$ cat src/rtl/fifo_write_packer.sv
// Packs RATIO narrow beats into one FIFO word and writes it into fifo_async_circular (WCLK domain).
// Optional PACK_STATS_EN adds saturating word/pad counters (WORD_CNT, PAD_CNT).
module fifo_write_packer #(
  parameter int unsigned IN_WIDTH = 8,
  parameter int unsigned RATIO    = 4,
  parameter int unsigned TIMEOUT  = 16
) (
  input  logic                         WCLK,
  input  logic                         WNRST,
  input  logic                         S_VALID,
  output logic                         S_READY,
  input  logic [IN_WIDTH-1:0]          S_DATA,
  input  logic                         S_LAST,
  input  logic                         FULL,
  output logic                         W_EN,
  output logic [IN_WIDTH*RATIO-1:0]    W_DI
`ifdef PACK_STATS_EN
  ,
  output logic [15:0]                  WORD_CNT,
  output logic [15:0]                  PAD_CNT
`endif
);

  localparam int unsigned OutW  = IN_WIDTH * RATIO;
  localparam int unsigned LaneW = (RATIO > 1) ? $clog2(RATIO) : 1;
  localparam int unsigned IdleW = (TIMEOUT > 0) ? $clog2(TIMEOUT + 1) : 1;
  localparam logic [LaneW-1:0] LaneMax = LaneW'(RATIO - 1);
  localparam logic [IdleW-1:0] IdleMax = IdleW'(TIMEOUT);

  logic [OutW-1:0]  asm_q, asm_d, asm_merged;
  logic [OutW-1:0]  hold_q, hold_d;
  logic [LaneW-1:0] lane_q, lane_d;
  logic [IdleW-1:0] idle_q, idle_d;
  logic             hold_v_q, hold_v_d;
  logic             accept, complete, flush;

  assign W_EN    = hold_v_q & ~FULL;
  assign S_READY = ~hold_v_q | ~FULL;
  assign W_DI    = hold_q;

  assign accept   = S_VALID & S_READY;
  assign complete = accept & ((lane_q == LaneMax) | S_LAST);
  // Flush only when the hold is free (empty or draining), which is exactly S_READY.
  assign flush    = (TIMEOUT > 0) && (lane_q != '0) && !accept && (idle_q == IdleMax) && S_READY;

  always_comb begin
    asm_merged = asm_q;
    asm_merged[lane_q*IN_WIDTH +: IN_WIDTH] = S_DATA;

    asm_d    = asm_q;
    lane_d   = lane_q;
    idle_d   = idle_q;
    hold_d   = hold_q;
    hold_v_d = hold_v_q;

    if (W_EN) hold_v_d = 1'b0;

    if (complete) begin
      // Higher lanes of asm_q are always zero, so the merge is already zero-padded.
      hold_d   = asm_merged;
      hold_v_d = 1'b1;
      asm_d    = '0;
      lane_d   = '0;
      idle_d   = '0;
    end else if (accept) begin
      asm_d  = asm_merged;
      lane_d = lane_q + 1'b1;
      idle_d = '0;
    end else if (flush) begin
      hold_d   = asm_q;
      hold_v_d = 1'b1;
      asm_d    = '0;
      lane_d   = '0;
      idle_d   = '0;
    end else if ((TIMEOUT > 0) && (lane_q != '0) && (idle_q != IdleMax)) begin
      idle_d = idle_q + 1'b1;
    end
  end

  always_ff @(posedge WCLK or posedge WNRST) begin
    if (WNRST) begin
      asm_q    <= '0;
      lane_q   <= '0;
      idle_q   <= '0;
      hold_q   <= '0;
      hold_v_q <= 1'b0;
    end else begin
      asm_q    <= asm_d;
      lane_q   <= lane_d;
      idle_q   <= idle_d;
      hold_q   <= hold_d;
      hold_v_q <= hold_v_d;
    end
  end

`ifdef PACK_STATS_EN
  logic [15:0] word_cnt_q, pad_cnt_q;
  logic        partial_load;

  assign partial_load = (complete & (lane_q != LaneMax)) | flush;

  always_ff @(posedge WCLK or posedge WNRST) begin
    if (WNRST) begin
      word_cnt_q <= '0;
      pad_cnt_q  <= '0;
    end else begin
      if (W_EN && (word_cnt_q != 16'hFFFF)) word_cnt_q <= word_cnt_q + 16'd1;
      if (partial_load && (pad_cnt_q != 16'hFFFF)) pad_cnt_q <= pad_cnt_q + 16'd1;
    end
  end

  assign WORD_CNT = word_cnt_q;
  assign PAD_CNT  = pad_cnt_q;
`endif

endmodule

$ cat config.mk
export PLATFORM = sky130hd
export DESIGN_NAME = fifo_write_packer
export DESIGN_NICKNAME = d
export VERILOG_FILES = /design/src/rtl/fifo_write_packer.sv
export SDC_FILE = /design/constraint.sdc
export NUM_CORES = 1
export LEC_CHECK = 0
export CAP_MARGIN = 40
export CORE_UTILIZATION = 58
export CTS_CLUSTER_DIAMETER = 30
export DETAILED_ROUTE_END_ITERATION = 16
export PLACE_DENSITY = 0.84
export SETUP_SLACK_MARGIN = 0.2
export SLEW_MARGIN = 20
export SYNTH_ARGS = -nofsm -noshare
export SYNTH_HDL_FRONTEND = slang
export SYNTH_SLANG_ARGS = --single-unit
$ cat constraint.sdc
create_clock -name WCLK -period 3.8 [get_ports WCLK]
set_input_delay 0.76 -clock WCLK [delete_from_list [all_inputs] [get_ports WCLK]]
set_output_delay 0.76 -clock WCLK [all_outputs]
set_load 0.01 [all_outputs]
Word-level counts from Yosys, hierarchy flattened

Index checks and enable logic that the tools add are counted.

Register bits: 72
Input bits: 13
Output and inout port bits: 34
Logic and storage cells: 49

$add $sub $neg: 3
Eq/ne operators: 4
Shift operators: 2
Muxes and demuxes: 18
Bitwise operators: 7
Reductions and logical operators: 10

Operators with widths:

| cell                    | number |
|---|---|
| $mux 32                 | 6 |
| $neg 5->34              | 1 |
| $shift 8x34->32 const A | 1 |
| $shiftx 8x34->32        | 1 |
| $bwmux 32               | 1 |
| $mux 5                  | 4 |
| $mux 2                  | 3 |
| $add 5x1->5 const B     | 1 |
| $eq 5x5->1 const B      | 1 |
| $ne 5x5->1 const B      | 1 |
| $logic_and 1x1->1       | 4 |
| $mux 1                  | 4 |
| $reduce_bool 2->1       | 2 |
| $reduce_bool 4->1       | 1 |
| $and 1x1->1             | 3 |
| $reduce_bool 3->1       | 1 |
| $add 2x1->2 const B     | 1 |
| $eq 2x2->1 const B      | 1 |
| $ne 2x1->1 const B      | 1 |
| $not 1->1               | 2 |
| $or 1x1->1              | 2 |
| $reduce_and 2->1        | 1 |
| $logic_not 1->1         | 1 |

Logic depth before layout (Yosys ltp)

Depth after elaboration: 10
Mapped depth: 9

Worst setup path before layout

No wires, ideal clock.

Kind: input -> register
Start point: input S_VALID
End point: register hold_q[9] (netlist: W_DI[9])
Setup time: 0.126 ns
Arrival: 2.035 ns
Slack: 1.639 ns
Stages: 7
Path buffers: 3
Cells stage by stage: a21bo_4 -> or2_1 -> buf_6 -> and2_4 -> buf_6 -> buf_6 -> a221o_1

Word-level cells in the longest chain between the ends: 7

Ends and longest elaborated chain:

| what                           | line | source |
|---|---|---|
| start, declared                | 10   | `input logic S_VALID,` |
| $and 1x1->1 (*)                | 41   | `assign accept = S_VALID & S_READY;` |
| $logic_not 1->1                | 44   | `assign flush = (TIMEOUT > 0) && (lane_q != '0) && !accept && (idle_q == IdleMax) && S_READY;` |
| $logic_and 1x1->1 (3 in a row) | 44   |  |
| $reduce_bool 2->1 (no line)    | --   |  |
| $reduce_and 2->1 (no line)     | --   |  |
| end signal, assigned           | 91   | `hold_q <= hold_d;` |
| end, declared                  | 31   | `logic [OutW-1:0] hold_q, hold_d;` |

Every way passes the cells marked *; elsewhere a longest branch is shown, timed or not.
A chain may end at the register's enable or synchronous reset.

Worst setup path after layout

Start point: input FULL
End point: output S_READY

Word-level cells in the longest chain between the ends: 2

Ends and longest elaborated chain:

| what            | line | source |
|---|---|---|
| start, declared | 14   | `input logic FULL,` |
| $not 1->1       | 38   | `assign S_READY = ~hold_v_q \| ~FULL;` |
| $or 1x1->1      | 38   |  |
| end, declared   | 11   | `output logic S_READY,` |

Every way passes these cells.

==> metrics.md <==
| Metric | Value |
|---|---|
| Crit-path max FO | `10` |
| Max_slew headroom | `48.96%` |
| CP max stage cell | `clkdlybuf4s50_1` |
| Setup CP Type | `primary input to output pin` |
| Clock period minus worst slack | `2.912 ns` |
| Largest net degree at the start of global routing | `32` |
| Sequential-to-total area share from yosys stat | `55.81%` |
| Endpoints failing hold | `0` |
| Post-Layout Cell Count | `384` |
| Top Family by Delay on Critical Path | `buffers and inverters` |
| Slowest stage delay, CP | `0.61 ns` |
| Wirelength, routed | `7.181 mm` |
| HP Class | `flop to flop` |
| Worst setup margin | `0.8876 ns` |
| Unrepaired setup endpoints after global routing | `false` |
| Gpl congestion | `0.8342` |
| Async S/R FF share, synth | `100.0%` |
| Hold Buf Count CTS | `0` |
| WL/cell | `18.70 um` |
| Antenna cells | `0` |
| Top-area cell type share of the netlist area | `55.81%` |
| Area leader, netlist | `dfrtp_1` |
| Vias/cell | `6.250` |
| FF+latch count, synth | `72` |
| Clock buffer depth | `2` |
| Die X-Extent | `76.61 um` |
| Status | `finished, final reports clean` |
| CTS tree | `done` |
| Initial drt markers | `180` |
| CP startpoint kind | `primary input` |
| Vias in the first global route | `2317` |
| Placed Instances | `369` |
| Gr usage total | `25.86%` |
| Worst Path Buf+Inv | `2` |
| Max-slew violation count | `0` |
| Syn_area_per_cell | `12.56 um2` |
| Cell variety after synth | `40` |
| Clk root buf | `clkbuf_8` |
| Initial antenna violation count | `0` |
| Worst slack at placement | `0.9117 ns` |
| Fillers | `358` |
| CTS Sinks | `72` |
| Residual DRC | `0` |
| Number of flops mapped to enable cells by yosys | `0` |
| CTS clk-pin slew, worst paths | `0.07 ns` |
| Vias | `2400` |
| Top post-synthesis cells by area | `dfrtp_1 56%, a221o_1 9.0%, a22o_1 8.4%` |
| Accumulated negative setup slack | `0 ns` |
| Post-cts resize count | `0` |
| Fmax | `343.4 MHz` |
| Worst EP required | `3.04 ns` |
| Hold_ws | `0.5059 ns` |
| Detail Route Antenna Nets | `0` |
| Cell area after synthesis | `0.003228 mm2` |
| Die span in y | `76.61 um` |
| H-tree levels | `3` |
| Setup Skew | `0.004828 ns` |
| Syn Nets | `278` |
| Cells after synthesis | `257` |
| Die ar. | `0.005868 mm2` |
| Clk_lat worst skew | `0.34 ns` |
| Lkg Pwr | `1.842 nW` |
| Period utilization | `76.64%` |
| Finish-stage setup viols | `0` |
| Worst vdd ir | `0.0003775 V` |
| Post-CTS Setup Inserts | `0` |
| Max capacitance violation total | `0` |
| IO Pins | `47` |
| Most frequent cell on the critical path | `clkdlybuf4s50_1` |
| Synth warn | `0` |
| Setup crit end kind | `output pin` |
| Layout area overhead | `22.60%` |
| DR pass1 iterations | `4` |
| Final Net Count | `331` |
| GR Overflow Total | `0` |
| Worst EP arrival | `2.15 ns` |
| Starting Density | `61.63%` |
| CTS Buf Count | `9` |
| Pwr/cell area | `558.6 mW/mm2` |
| Ratio of cells with drive above 1 in the final layout | `8.280%` |
| Ys flop type | `dfrtp_1` |
| Crit-path cells | `clkdlybuf4s50_1 -> nand2_1 -> clkdlybuf4s50_1` |
| Core Region | `0.005238 mm2` |
| # port buffers | `46` |
| Worst-Margin Slew | `0.7597 ns` |
| Row count | `26` |
| HPWL after DPL | `4.811 mm` |
| First-pass GRT wire length | `11.64 mm` |
[metrics by stage]
stage / util, % / cell area, um2 / power (W)
after CTS: 75.56 / 3958 / 0.002220
after global placement: 71.36 / 3737 / 0.001532
after floorplan: - / 3228 / 0.001327
after global routing: 75.56 / 3958 / 0.002313
after detailed placement: 71.36 / 3737 / 0.001553
final: 75.56 / 3958 / 0.002211
[cells in the final DEF, fill, tap and decap left out, types with 5 or more instances in the layout]
master,instances
nand2_1,6
clkdlybuf4s50_1,46
ha_1,8
dfrtp_1,72
clkbuf_8,11
nor3_1,5
a22o_1,31
inv_1,6
and2_1,30
a221o_1,29
nor2_1,11
[cell type report]
type / instances / area [um2] / area share [%]
Clock buffer: 12 / 155.1 / 3.920
Clock inverter: 3 / 65.06 / 1.644
Inverter: 7 / 26.28 / 0.6639
Multi-Input combinational cell: 170 / 1331 / 33.64
Sequential cell: 72 / 1802 / 45.53
Tap cell: 70 / 87.58 / 2.213
Timing Repair Buffer: 50 / 490.5 / 12.39
[per-layer routing]
metal  share of wire (%)  vias up  track usage, %
met1                  46     1202           35.70
met3                 5.4       12           5.988
met4                 1.4        0           9.231
met2                  47       94           40.18
met5                   0        -               0
li1                    -     1092               -
[cells by family after synthesis]
family | count (synthesis) | share of synthesized area [%]
AO/OA/AOI/OAI | 84 | 22.67
XOR/XNOR | 2 | 0.5427
adder cells (fa/ha/maj) | 8 | 3.101
buffers and inverters | 15 | 2.946
flip-flops | 72 | 55.81
multiplexers | 3 | 0.9303
AND/OR/NAND/NOR | 73 | 13.99
[worst register-to-register path, delay by kind of cell, from the launching register on]
kind	cells	cell delay (ns)
DFF	1	0.52
AOI/OAI and AO/OA	2	0.92
adders and majority gates	1	0.29
and+or+nand+nor	2	0.78
[power breakdown]
group / switching (W) / internal, W / leakage, nW / total [W]
Sequential: 0.0000847 / 0.000861 / 0.996 / 0.000945
Clock: 0.000265 / 0.000401 / 0.112 / 0.000667
Combinational: 0.000326 / 0.000272 / 0.733 / 0.000599
[cells in the mapped netlist, types with 2 or more instances]
master and number:
clkbuf_1 2, o21ai_1 4, a21oi_1 2, buf_6 5, xnor2_1 2, nor3b_1 2
dfrtp_1 72, nor3_1 5, o21ai_0 4, nand4bb_1 3, a31oi_1 2, o211ai_1 4
nor2b_1 3, a22o_1 31, mux2i_1 3, nor2_1 11, nor4_1 3, ha_1 8
a221o_1 29, nand3_1 2, nand2_1 6, and2_1 30, inv_1 7
[path summary, 6_finish.rpt]
path / from / endpoint / slack (ns) / cells past startpoint
max: FULL / S_READY / 0.89 / 3
min: asm_q[6]$_DFFE_PP0P_ / asm_q[6]$_DFFE_PP0P_ / 0.51 / 1
max reg2reg: lane_q[0]$_DFFE_PP0P_ / asm_q[25]$_DFFE_PP0P_ / 1.24 / 5
min reg2reg: asm_q[6]$_DFFE_PP0P_ / asm_q[6]$_DFFE_PP0P_ / 0.51 / 1
max in group asynchronous: WNRST / asm_q[7]$_DFFE_PP0P_ / 2.23 / 3
min in group asynchronous: WNRST / W_DI[25]$_DFFE_PP0P_ / 0.83 / 2
[sequential cells by signal (all words and copies together), names as in the netlist]
| signal | count |
|---|---|
| hold_v_q | 1 |
| idle_q | 5 |
| lane_q | 2 |
| W_DI | 32 |
| asm_q | 32 |
Power figures use the tool's default switching activity.
